**src/rtl/sa_pkg.sv**
```systemverilog
// Shared definitions for the 3x3 weight-stationary array output path.
//  - DATA_W : default width of one psum column
//  - N_COLS : number of array columns collected per result row
//  - coll_state_t : collector FSM state encoding
//  - col_lsb() : bit position of a column inside a packed result row
//    (column 1 sits in the LSBs, column 3 in the MSBs)
package sa_pkg;

  localparam int DATA_W = 8;
  localparam int N_COLS = 3;

  typedef enum logic [1:0] {
    ST_IDLE = 2'd0,
    ST_WAIT = 2'd1,
    ST_CAPT = 2'd2,
    ST_DONE = 2'd3
  } coll_state_t;

  // Row packing order: {col3, col2, col1}; col is 0-based (0 = col1).
  function automatic int col_lsb(input int col, input int width);
    return col * width;
  endfunction

endpackage

```
**src/rtl/sa_result_fifo.sv**
```systemverilog
// Synchronous result FIFO for aligned psum rows.
// Ports:
//  clk, rst   clock, asynchronous active-high reset
//  clear      synchronous flush (wins over push/pop)
//  push/wdata write a row; ignored when full unless a pop happens the same edge
//  pop        remove the head; ignored when empty
//  rdata      head row (0 when empty)
//  empty      no rows stored
//  count      number of rows stored (0..DEPTH)
// DEPTH must be a power of two so the pointers wrap naturally.
module sa_result_fifo #(
  parameter int WIDTH = 24,
  parameter int DEPTH = 4
) (
  input  logic                       clk,
  input  logic                       rst,
  input  logic                       clear,
  input  logic                       push,
  input  logic [WIDTH-1:0]           wdata,
  input  logic                       pop,
  output logic [WIDTH-1:0]           rdata,
  output logic                       empty,
  output logic [$clog2(DEPTH):0]     count
);

  localparam int AW = $clog2(DEPTH);

  logic [WIDTH-1:0] mem [DEPTH];
  logic [AW-1:0]    wr_ptr_reg, rd_ptr_reg;
  logic [AW:0]      count_reg;
  logic             full, do_push, do_pop;

  assign empty   = (count_reg == '0);
  assign full    = (count_reg == (AW+1)'(DEPTH));
  assign do_pop  = pop & ~empty & ~clear;
  // A push into a full FIFO still lands when the head leaves on the same edge.
  assign do_push = push & (~full | do_pop) & ~clear;

  always_ff @(posedge clk) begin
    if (do_push) mem[wr_ptr_reg] <= wdata;
  end

  always_ff @(posedge clk or posedge rst) begin
    if (rst) begin
      wr_ptr_reg <= '0;
      rd_ptr_reg <= '0;
      count_reg  <= '0;
    end else if (clear) begin
      wr_ptr_reg <= '0;
      rd_ptr_reg <= '0;
      count_reg  <= '0;
    end else begin
      if (do_push) wr_ptr_reg <= wr_ptr_reg + AW'(1);
      if (do_pop)  rd_ptr_reg <= rd_ptr_reg + AW'(1);
      case ({do_push, do_pop})
        2'b10:   count_reg <= count_reg + (AW+1)'(1);
        2'b01:   count_reg <= count_reg - (AW+1)'(1);
        default: count_reg <= count_reg;
      endcase
    end
  end

  // Gate the head so nothing stale is visible while empty.
  assign rdata = empty ? '0 : mem[rd_ptr_reg];
  assign count = count_reg;

endmodule

```
**src/rtl/sa3x3_out_collector.sv**
```systemverilog
// Output collector for the 3x3 weight-stationary array.
// Samples the three staggered psum columns, removes the 0/1/2-cycle column
// skew and queues one aligned {col3,col2,col1} row per input vector.
// Ports:
//  clk, rst              clock, asynchronous active-high reset
//  clear                 synchronous flush of FIFO, FSM and overflow flag
//  start, num_vec        batch start pulse and vector count (0 = no capture)
//  psum_in1..3           array column outputs (col2 +1, col3 +2 cycles late)
//  res_valid/ready/data  result FIFO head handshake
//  busy, done, overflow  FSM not idle, end-of-batch pulse, sticky drop flag
// Optional feature: define SA_COLLECT_RELU_EN to clamp negative (signed)
// column values to zero before they enter the FIFO.
module sa3x3_out_collector
  import sa_pkg::*;
#(
  parameter int DATA_W  = sa_pkg::DATA_W,
  parameter int LATENCY = 3,
  parameter int DEPTH   = 4,
  parameter int CNT_W   = 8
) (
  input  logic                     clk,
  input  logic                     rst,
  input  logic                     clear,
  input  logic                     start,
  input  logic [CNT_W-1:0]         num_vec,
  input  logic [DATA_W-1:0]        psum_in1,
  input  logic [DATA_W-1:0]        psum_in2,
  input  logic [DATA_W-1:0]        psum_in3,
  output logic                     res_valid,
  input  logic                     res_ready,
  output logic [N_COLS*DATA_W-1:0] res_data,
  output logic                     busy,
  output logic                     done,
  output logic                     overflow
);

  localparam int ROW_W  = N_COLS * DATA_W;
  localparam int WAIT_W = $clog2(LATENCY + 2);
  localparam int AW     = $clog2(DEPTH);

  // ---------------- deskew ----------------
  logic [N_COLS-1:0][DATA_W-1:0] col_in, col_aligned;
  logic [ROW_W-1:0]              row_word;

  assign col_in[0] = psum_in1;
  assign col_in[1] = psum_in2;
  assign col_in[2] = psum_in3;

  // Column gi arrives gi cycles late, so it needs (N_COLS-1-gi) delay stages
  // for all columns of one vector to line up with the last column.
  for (genvar gi = 0; gi < N_COLS; gi++) begin : g_col
    localparam int DLY = N_COLS - 1 - gi;
    if (DLY == 0) begin : g_direct
      assign col_aligned[gi] = col_in[gi];
    end else begin : g_pipe
      logic [DLY-1:0][DATA_W-1:0] pipe_reg;
      always_ff @(posedge clk or posedge rst) begin
        if (rst) begin
          pipe_reg <= '0;
        end else begin
          pipe_reg[0] <= col_in[gi];
          for (int i = 1; i < DLY; i++) pipe_reg[i] <= pipe_reg[i-1];
        end
      end
      assign col_aligned[gi] = pipe_reg[DLY-1];
    end
`ifdef SA_COLLECT_RELU_EN
    assign row_word[col_lsb(gi, DATA_W) +: DATA_W] =
      col_aligned[gi][DATA_W-1] ? '0 : col_aligned[gi];
`else
    assign row_word[col_lsb(gi, DATA_W) +: DATA_W] = col_aligned[gi];
`endif
  end

  // ---------------- FSM ----------------
  coll_state_t         state_reg, state_next;
  logic [WAIT_W-1:0]   wait_cnt_reg, wait_cnt_next;
  logic [CNT_W-1:0]    row_cnt_reg, row_cnt_next;
  logic                capt_push;
  logic                overflow_reg;
  logic                fifo_empty, fifo_full, pop;
  logic [AW:0]         fifo_count;

  always_ff @(posedge clk or posedge rst) begin
    if (rst) begin
      state_reg    <= ST_IDLE;
      wait_cnt_reg <= '0;
      row_cnt_reg  <= '0;
    end else begin
      state_reg    <= state_next;
      wait_cnt_reg <= wait_cnt_next;
      row_cnt_reg  <= row_cnt_next;
    end
  end

  // WAIT is loaded with LATENCY and leaves on zero, i.e. LATENCY+1 cycles,
  // so the first CAPT push lands on edge start+LATENCY+2 when col3 of
  // vector 0 is on psum_in3.
  always_comb begin
    state_next    = state_reg;
    wait_cnt_next = wait_cnt_reg;
    row_cnt_next  = row_cnt_reg;
    capt_push     = 1'b0;
    case (state_reg)
      ST_IDLE: begin
        if (start) begin
          if (num_vec != '0) begin
            state_next    = ST_WAIT;
            wait_cnt_next = WAIT_W'(LATENCY);
            row_cnt_next  = num_vec;
          end else begin
            state_next = ST_DONE;
          end
        end
      end
      ST_WAIT: begin
        if (wait_cnt_reg == '0) state_next = ST_CAPT;
        else                    wait_cnt_next = wait_cnt_reg - WAIT_W'(1);
      end
      ST_CAPT: begin
        capt_push    = 1'b1;
        row_cnt_next = row_cnt_reg - CNT_W'(1);
        if (row_cnt_reg == CNT_W'(1)) state_next = ST_DONE;
      end
      ST_DONE: state_next = ST_IDLE;
      default: state_next = ST_IDLE;
    endcase
    if (clear) begin
      state_next = ST_IDLE;
      capt_push  = 1'b0;
    end
  end

  // ---------------- result FIFO + overflow ----------------
  assign fifo_full = (fifo_count == (AW+1)'(DEPTH));
  assign res_valid = ~fifo_empty;
  assign pop       = res_valid & res_ready;

  sa_result_fifo #(
    .WIDTH (ROW_W),
    .DEPTH (DEPTH)
  ) u_fifo (
    .clk   (clk),
    .rst   (rst),
    .clear (clear),
    .push  (capt_push),
    .wdata (row_word),
    .pop   (pop),
    .rdata (res_data),
    .empty (fifo_empty),
    .count (fifo_count)
  );

  // The array cannot be stalled: a row meeting a full FIFO with no pop is lost.
  always_ff @(posedge clk or posedge rst) begin
    if (rst)                                       overflow_reg <= 1'b0;
    else if (clear)                                overflow_reg <= 1'b0;
    else if (capt_push && fifo_full && !pop)       overflow_reg <= 1'b1;
  end

  assign overflow = overflow_reg;
  assign busy     = (state_reg != ST_IDLE);
  assign done     = (state_reg == ST_DONE);

endmodule

```
**config.mk**
```make
export PLATFORM = sky130hd
export DESIGN_NAME = sa3x3_out_collector
export DESIGN_NICKNAME = d
export VERILOG_FILES = /design/src/rtl/sa_pkg.sv /design/src/rtl/sa_result_fifo.sv /design/src/rtl/sa3x3_out_collector.sv
export SDC_FILE = /design/constraint.sdc
export NUM_CORES = 1
export LEC_CHECK = 0
export ABC_AREA = 1
export CORE_MARGIN = 8
export CORE_UTILIZATION = 44
export CTS_BUF_LIST = sky130_fd_sc_hd__clkbuf_8
export DETAILED_ROUTE_END_ITERATION = 12
export PLACE_DENSITY_LB_ADDON = 0.1
export SETUP_SLACK_MARGIN = 0.15
export SLEW_MARGIN = 40
export SYNTH_ARGS = -nofsm -noshare
export SYNTH_HDL_FRONTEND = slang
export SYNTH_SLANG_ARGS = --single-unit
```
**constraint.sdc**
```tcl
create_clock -name clk -period 4.3 [get_ports clk]
set_input_delay 0.645 -clock clk [delete_from_list [all_inputs] [get_ports clk]]
set_output_delay 0.645 -clock clk [all_outputs]
set_load 0.01 [all_outputs]
```
==> metrics.md, run 1 <==
| Metric | Value |
|---|---|
| Final wirelength | `12,200 um` |
| Seq cells post-synth | `141` |
| Clock Latency Late Sink | `0.44 ns` |
| Gr usage total | `14.7%` |
| Initial drt markers | `197` |
| Slew @ Worst Pin | `0.795 ns` |
| Most frequent cells in the layout | `124 x nor2_1, 96 x edfxtp_1, 76 x nand2_1` |
| Mapped Cells | `544` |
| Final nets | `663` |
| Largest net degree at the start of global routing | `52` |
| Die Width | `132 um` |
| Tmin final | `3.54 ns` |
| Crit path capture type | `output pin` |
| Setup_tns | `0 ns` |
| Setup CP Type | `reg2out` |
| DR pass1 iterations | `4` |
| Maxcap violations | `0` |
| Critical path arrival | `2.90 ns` |
| Count of final max-slew check failures | `0` |
| Required @ worst endpoint | `3.65 ns` |
| PortBufs | `64` |
| Post-synthesis sequential area ratio | `67.4%` |
| CTS Hold Bufs | `0` |
| CTS tree | `yes` |
| Die Ht | `132 um` |
| Netlist cell types | `31` |
| Total Power | `3.91 mW` |
| Clock Sink Count | `141` |
| Antenna Cells | `0` |
| Post-DP HPWL | `7670 um` |
| Peak Freq | `282 MHz` |
| Met2 GRT Util | `24.1%` |
| Htree depth | `4` |
| Leakage | `2.82 nW` |
| Mapped cell area | `5940 um2` |
| Run status | `finished, final reports clean` |
| Drt wl/cell | `15.2 um` |
| Worst VDD drop | `223 uV` |
| Share of cells above drive strength 1 | `12.9%` |
| DIE AREA | `17,500 um2` |
| Vias | `3,939` |
| Worst-path clk slew | `0.08 ns` |
| CTS root buffer | `clkbuf_8` |
| Initial Utilization | `44.9%` |
| Syn-to-layout area delta | `20.6%` |
| Vias in the first global route | `3,961` |
| Busiest layer in global routing | `met2` |
| Hold Violations, Final | `0` |
| Num CTS Buffers | `17` |
| Worst slack, placed | `1.20 ns` |
| Crit start category | `flop` |
| Layout fillers | `1,168` |
| Worst rel slew slack | `46.9%` |
| Gr ovfl total | `0` |
| Commonest non-fill, non-tap cell in the layout | `nor2_1` |
| Antenna violations before repair | `0` |
| IO Pins | `65` |
| GPL Wtd Cong | `0.768` |
| Antenna viol nets, final | `0` |
| Site Rows | `42` |
| Final Cycle Share | `82.4%` |
| Post-CTS resize count | `0` |
| Met1 Use GR | `17.8%` |
| Final routed DRC violation total | `0` |
| Yosys Warn Count | `0` |
| Cell Pwr Density | `545 nW/um2` |
| Hold Crit Class | `reg2reg` |
| Mapped Nets | `594` |
| CTS max path bufs | `2` |
| RSZ-0062 raised after global routing | `no` |
| First-pass GRT wire length | `20,000 um` |
| Setup-failing EPs final | `0` |
| Worst Clk Skew | `0.0106 ns` |
| Post-DR vias/cell | `4.91` |
| GR Layer Usage met3 | `4.08%` |
| Post-CTS setup buffer count | `0` |
| Crit Path Max Fanout | `51` |
| Max reg flops | `96` |
| Syn avg cell area | `10.9 um2` |
| Core area | `13,200 um2` |
| Setup slack after layout | `0.756 ns` |
[report_power, final]
| part | total [mW] | internal (mW) | switching [mW] |
|---|---|---|---|
| Combinational | 1.13 | 0.448 | 0.678 |
| Sequential | 1.69 | 1.58 | 0.116 |
| Clock | 1.09 | 0.591 | 0.498 |
[cells in the mapped netlist, drive strengths merged]
cell type,number,share of area [%]
a21oi,28,2.5
xnor2,1,0.15
clkbuf,5,0.32
inv,40,2.6
o21bai,1,0.13
o21ai,62,5.5
nor3,1,0.17
nand2,84,5.7
edfxtp,96,48
nand4,2,0.32
nand3,13,1.3
dfrtp,45,19
buf,16,1.6
o21a,1,0.13
or2,1,0.11
nor2,135,9.2
fa,1,0.34
ha,12,2.5
[worst paths after layout]
check,from,endpoint,cells after the start,slack (ns)
worst min register to register,g_col[0].g_pipe.pipe_reg[0],col_aligned[0],0,0.35
worst min-delay path,g_col[0].g_pipe.pipe_reg[0],col_aligned[0],0,0.35
worst max-delay path,u_fifo.rd_ptr_reg[0],res_data[0],4,0.76
max in group asynchronous,rst,col_aligned[7],3,3.00
min in group asynchronous,rst,g_col[0].g_pipe.pipe_reg[3],2,0.61
worst max register to register,state_reg[0],u_fifo.mem[2][2],7,1.73
[cell families (layout without fill, tap and decap cells)]
family	after synthesis	in the layout	share of synthesized area (%)
AND/OR/NAND/NOR	236	236	16.8
flip-flops	141	141	67.4
adder cells (fa/ha/maj)	13	13	2.86
AO/OA/AOI/OAI	92	92	8.21
XOR/XNOR	1	1	0.147
buffers and inverters	61	143	4.53
[worst max-delay path: stages (launching register included)]
cell and delay [ns]:
dfrtp_4 0.71, inv_2 0.68, o21ai_0 0.19, a21oi_1 0.26, clkdlybuf4s50_1 0.60
[metal layers]
| metal | up-vias | share of wire (%) |
|---|---|---|
| met5 | - | 0 |
| met4 | 0 | 1.7 |
| met3 | 17 | 4.2 |
| met2 | 79 | 48 |
| met1 | 1901 | 46 |
| li1 | 1942 | - |
[per-stage QoR]
| step | instances | instance area, um2 | hold WS, ns | utilization [%] |
|---|---|---|---|---|
| 2_1_floorplan | 544 | 5940 | 0.331 | - |
| 3_3_place_gp | 770 | 6750 | 0.331 | 51.0 |
| 3_5_place_dp | 770 | 6760 | 0.335 | 51.0 |
| 4_1_cts | 802 | 7170 | 0.354 | 54.1 |
| 5_1_grt | 802 | 7170 | 0.359 | 54.1 |
| 6_report | 802 | 7170 | 0.352 | 54.1 |
[layout make-up]
type / instances / area (um2) / share of cell area [%]
Clock buffer: 18 / 248 / 3.46
Multi-Input combinational cell: 342 / 1680 / 23.4
Tap cell: 176 / 220 / 3.07
Timing Repair Buffer: 71 / 693 / 9.67
Inverter: 40 / 153 / 2.13
Clock inverter: 14 / 165 / 2.30
Sequential cell: 141 / 4010 / 56.0
(Power assumes the default switching activity.)
==> run 2, diff against run 1 <==
clock period = 3.62 ns   (was 4.3 ns; I/O delays follow)
==> run 2 against run 1 <==
Flip-flop and latch count unchanged. Cell count up 0.25%. Clock power up 28%. Sequential share of layout area down 0.52 points. Die area unchanged. Clock skew up 0.0044 ns. Total power up 22%. Sequential power up 17%. Non-clock buffer count up 2. Clock-buffer cell count up 1. Register-to-register slack worse by 0.54 ns.
==> metrics.md, run 2 (same netlist as run 1, synthesis figures left out) <==
| Metric | Value |
|---|---|
| IO Pins | `65` |
| Syn-to-layout area delta | `21.6%` |
| Initial drt markers | `260` |
| Peak Freq | `336 MHz` |
| Final core occ | `54.6%` |
| Run status | `finished, final reports clean` |
| Post-CTS resize count | `0` |
| Setup_tns | `0 ns` |
| Core area | `13,200 um2` |
| Hold Violations, Final | `0` |
| Commonest non-fill, non-tap cell in the layout | `nor2_1` |
| Initial Utilization | `44.9%` |
| Worst rel slew slack | `48.3%` |
| Die Ht | `132 um` |
| R2R Path Start | `state_reg[0]` |
| DIE AREA | `17,500 um2` |
| Slew @ Worst Pin | `0.774 ns` |
| RSZ-0062 raised after global routing | `no` |
| Worst-path clk slew | `0.08 ns` |
| Clock Latency Late Sink | `0.44 ns` |
| Antenna Cells | `0` |
| CTS max path bufs | `2` |
| Final Cycle Share | `82.2%` |
| Finished Layout Cells | `804` |
| Largest net degree at the start of global routing | `51` |
| Gr ovfl total | `0` |
| Crit Path Max Fanout | `49` |
| Num CTS Buffers | `17` |
| Tightest hold margin | `0.351 ns` |
| Crit start category | `flop` |
| PortBufs | `64` |
| Tmin final | `2.97 ns` |
| Maxcap violations | `0` |
| Max reg flops | `96` |
| Final routed DRC violation total | `0` |
| Crit path capture type | `output pin` |
| Worst Clk Skew | `0.0150 ns` |
| Share of cells above drive strength 1 | `13.4%` |
| Post-CTS setup buffer count | `0` |
| Setup-failing EPs final | `0` |
| Vias in the first global route | `3,926` |
| Cell Pwr Density | `657 nW/um2` |
| Vias | `3,888` |
| Die Width | `132 um` |
| Post-DP HPWL | `7710 um` |
| Site Rows | `42` |
| Worst VDD drop | `303 uV` |
| Hold_sp | `g_col[0].g_pipe.pipe_reg[6]` |
| Antenna violations before repair | `0` |
| Post-DR vias/cell | `4.84` |
| Hold Crit Class | `reg2reg` |
| CTS root buffer | `clkbuf_8` |
| CTS Hold Bufs | `0` |
| Final wirelength | `12,200 um` |
| Drt wl/cell | `15.1 um` |
| Gr usage total | `14.4%` |
| First-pass GRT wire length | `19,900 um` |
| GPL Wtd Cong | `0.825` |
| Required @ worst endpoint | `3.08 ns` |
| Clock Sink Count | `141` |
| Critical path arrival | `2.43 ns` |
| Most frequent cells in the layout | `124 x nor2_1, 96 x edfxtp_1, 76 x nand2_1` |
| Count of final max-slew check failures | `0` |
| Antenna viol nets, final | `0` |
| CTS tree | `yes` |
| Final nets | `665` |
| Setup CP Type | `reg2out` |
| DR pass1 iterations | `5` |
| Htree depth | `4` |
| Worst setup startpoint | `u_fifo.rd_ptr_reg[0]` |
| Placed cell count | `772` |
| Leakage | `2.84 nW` |
run 2: path summary, 6_finish.rpt:
kind	end	slack [ns]	cells after the start
hold / removal	col_aligned[6]	0.35	0
setup / recovery	res_data[16]	0.65	4
min in group asynchronous	wait_cnt_reg[2]	0.52	2
setup reg to reg	u_fifo.count[2]	1.19	11
max in group asynchronous	u_fifo.rd_ptr_reg[0]	2.66	2
hold reg to reg	col_aligned[6]	0.35	0
run 2: area by class of cell:
class	instances	area, um2
multi-input cells	342	1680
inverters	40	155
flip-flops and latches	141	4010
repair buffers	73	721
fillers	1184	6010
well taps	176	220
clock inverters	13	186
clock buffers	19	262
run 2: where the power goes:
group	internal (mW)	switching (mW)	total [mW]
sequential	1.87	0.0988	1.97
combinational	0.538	0.852	1.39
clock	0.793	0.600	1.39
total	3.20	1.55	4.75
run 2: worst max-delay path, cell delays in order, from the launching register on:
cell	delay, ns
dfrtp_2	0.41
inv_2	0.57
o21ai_0	0.22
a21oi_1	0.22
clkdlybuf4s50_1	0.57
run 2: metal layers:
metal | share of wire, % | vias up | global-route usage [%] | routed length, um
met5 | 0 | - | 0 | 0
met4 | 1.4 | 0 | 5.93 | 175
met3 | 4.2 | 15 | 4.12 | 513
met2 | 48 | 84 | 23.2 | 5880
met1 | 46 | 1840 | 17.9 | 5590
li1 | - | 1949 | - | -
run 2: metrics by stage:
stage / total power [mW] / setup slack [ns] / cell area [um2]
3_5_place_dp: 3.41 / 1.06 / 6780
6_report: 4.75 / 0.645 / 7230
5_1_grt: 5.06 / 0.413 / 7230
2_1_floorplan: 2.94 / 1.29 / 5940
3_3_place_gp: 3.38 / 1.10 / 6780
4_1_cts: 4.81 / 0.560 / 7230
==> run 3, diff against run 2 <==
clock period = 2.6 ns   (was 3.62 ns; I/O delays follow)
==> run 3 against run 2 <==
Non-clock buffer count up 15. Sequential share of layout area down 1.3 points. Die area unchanged. Core utilization up 1.3 points. Worst setup slack worse by 0.32 ns. Hold slack worse by 0.047 ns. Clock skew down 0.0061 ns. Total power up 37%. Highest routed layer unchanged.
==> metrics.md, run 3 (same netlist as run 1, synthesis figures left out) <==
| Metric | Value |
|---|---|
| Crit path max-delay family | `buffers and inverters` |
| Setup slack after layout | `0.324 ns` |
| Max reg flops | `96` |
| RSZ-0062 raised after global routing | `no` |
| Peak Freq | `439 MHz` |
| Worst Clk Skew | `0.00891 ns` |
| Post-DR vias/cell | `4.85` |
| Multi-input gate area | `1680 um2` |
| Setup CP Type | `reg2out` |
| Most frequent cells in the layout | `124 x nor2_1, 96 x edfxtp_1, 76 x nand2_1` |
| Maxcap violations | `0` |
| Worst rel slew slack | `64.8%` |
| IO Pins | `65` |
| Die Width | `132 um` |
| Num CTS Buffers | `17` |
| Count of final max-slew check failures | `0` |
| CTS max path bufs | `2` |
| Worst VDD drop | `456 uV` |
| Antenna violations before repair | `0` |
| CP Cell Sequence | `inv_1, ha_1, inv_2, clkdlybuf4s50_1` |
| PortBufs | `64` |
| Htree depth | `4` |
| Setup-failing EPs final | `0` |
| Worst-path clk slew | `0.08 ns` |
| Setup slack, reg-to-reg | `0.62 ns` |
| Site Rows | `42` |
| First-pass GRT wire length | `20,700 um` |
| Required @ worst endpoint | `2.21 ns` |
| Hold Violations, Final | `0` |
| Slowest-stage cell, CP | `clkdlybuf4s50_1` |
| Worst setup startpoint | `state_reg[0]` |
| Initial drt markers | `245` |
| GPL Wtd Cong | `0.852` |
| Vias in the first global route | `3,981` |
| Final Cycle Share | `87.5%` |
| Buffers & Inverters on Critical Path | `3` |
| Core area | `13,200 um2` |
| Final routed DRC violation total | `0` |
| Critical path arrival | `1.89 ns` |
| Tightest hold margin | `0.304 ns` |
| Post-DP HPWL | `8250 um` |
| Crit path capture type | `output pin` |
| R2R Path Start | `state_reg[0]` |
| Crit Path Max Fanout | `5` |
| Antenna viol nets, final | `0` |
| Reg area | `4010 um2` |
| Gr ovfl total | `0` |
| FF-to-FF End | `u_fifo.count[2]` |
| Syn-to-layout area delta | `24.6%` |
| Tmin final | `2.28 ns` |
| Die Ht | `132 um` |
| DR pass1 iterations | `4` |
| Slew @ Worst Pin | `0.527 ns` |
| Gr usage total | `15.3%` |
| Initial Utilization | `44.9%` |
| Layout fillers | `1,185` |
| Share of cells above drive strength 1 | `15.7%` |
| Leakage | `3.26 nW` |
| Run status | `finished, final reports clean` |
| Final core occ | `55.9%` |
| Cell Pwr Density | `876 nW/um2` |
| Setup_tns | `0 ns` |
| Reg2Reg Depth | `11` |
| Antenna Cells | `0` |
| Vias | `3,971` |
| Drt wl/cell | `15.6 um` |
| Finished Layout Cells | `819` |
| DIE AREA | `17,500 um2` |
| CTS root buffer | `clkbuf_8` |
| Final wirelength | `12,800 um` |
| Commonest non-fill, non-tap cell in the layout | `nor2_1` |
| CTS tree | `yes` |
| Crit start category | `flop` |
| Hold Crit Class | `in2async` |
| Final nets | `680` |
| Largest net degree at the start of global routing | `41` |
| Worst slack, placed | `0.345 ns` |
| Placed cell count | `780` |
| Clock Sink Count | `141` |
| CP max stage delay | `0.56 ns` |
| Clock Latency Late Sink | `0.44 ns` |
==> run 3: through the flow <==
stage,power [mW],instance area (um2)
floorplan,4.09,5940
global placement,4.78,6850
detailed placement,4.83,6850
CTS,6.56,7290
global route,6.92,7410
finish,6.49,7410
==> run 3: worst max-delay path by stage <==
| stage | end | depth (start not counted) |
|---|---|---|
| 6_report | busy | 4 |
| 5_1_grt | busy | 4 |
| 4_1_cts | res_data[0] | 6 |
| 3_5_place_dp | res_data[1] | 6 |
| 3_3_place_gp | res_data[1] | 6 |
| 2_1_floorplan | u_fifo.mem[0][0] | 6 |
==> run 3: layout make-up <==
class                           instances  share of cell area [%]
Clock buffer                           19                    3.53
Tap cell                              176                    2.97
Inverter                               40                    2.13
Clock inverter                         13                    1.74
Sequential cell                       141                    54.2
Multi-Input combinational cell        342                    22.7
Timing Repair Buffer                   88                    12.7
==> run 3: timing repair <==
item / in CTS / in global routing
hold buffers: 0 / 0
pin swaps: 0 / 0
setup buffers: 3 / 3
gates cloned: 0 / 1
endpoints found under the hold margin: 0 / 0
resized for setup: 12 / 26
setup endpoints to repair: 24 / 22
==> run 3: per-layer routing <==
| metal | part of all wire (%) | GRT usage [%] | vias to the layer above |
|---|---|---|---|
| li1 | - | - | 1982 |
| met1 | 46 | 18.6 | 1879 |
| met2 | 48 | 25.0 | 100 |
| met3 | 4.4 | 4.42 | 10 |
| met4 | 1.3 | 6.06 | 0 |
| met5 | 0 | 0 | - |
==> run 3: power by group <==
part | switching (mW) | internal [mW] | total, mW
combinational | 1.22 | 0.821 | 2.04
sequential | 0.140 | 2.61 | 2.75
clock | 0.811 | 0.892 | 1.70
total | 2.17 | 4.32 | 6.49
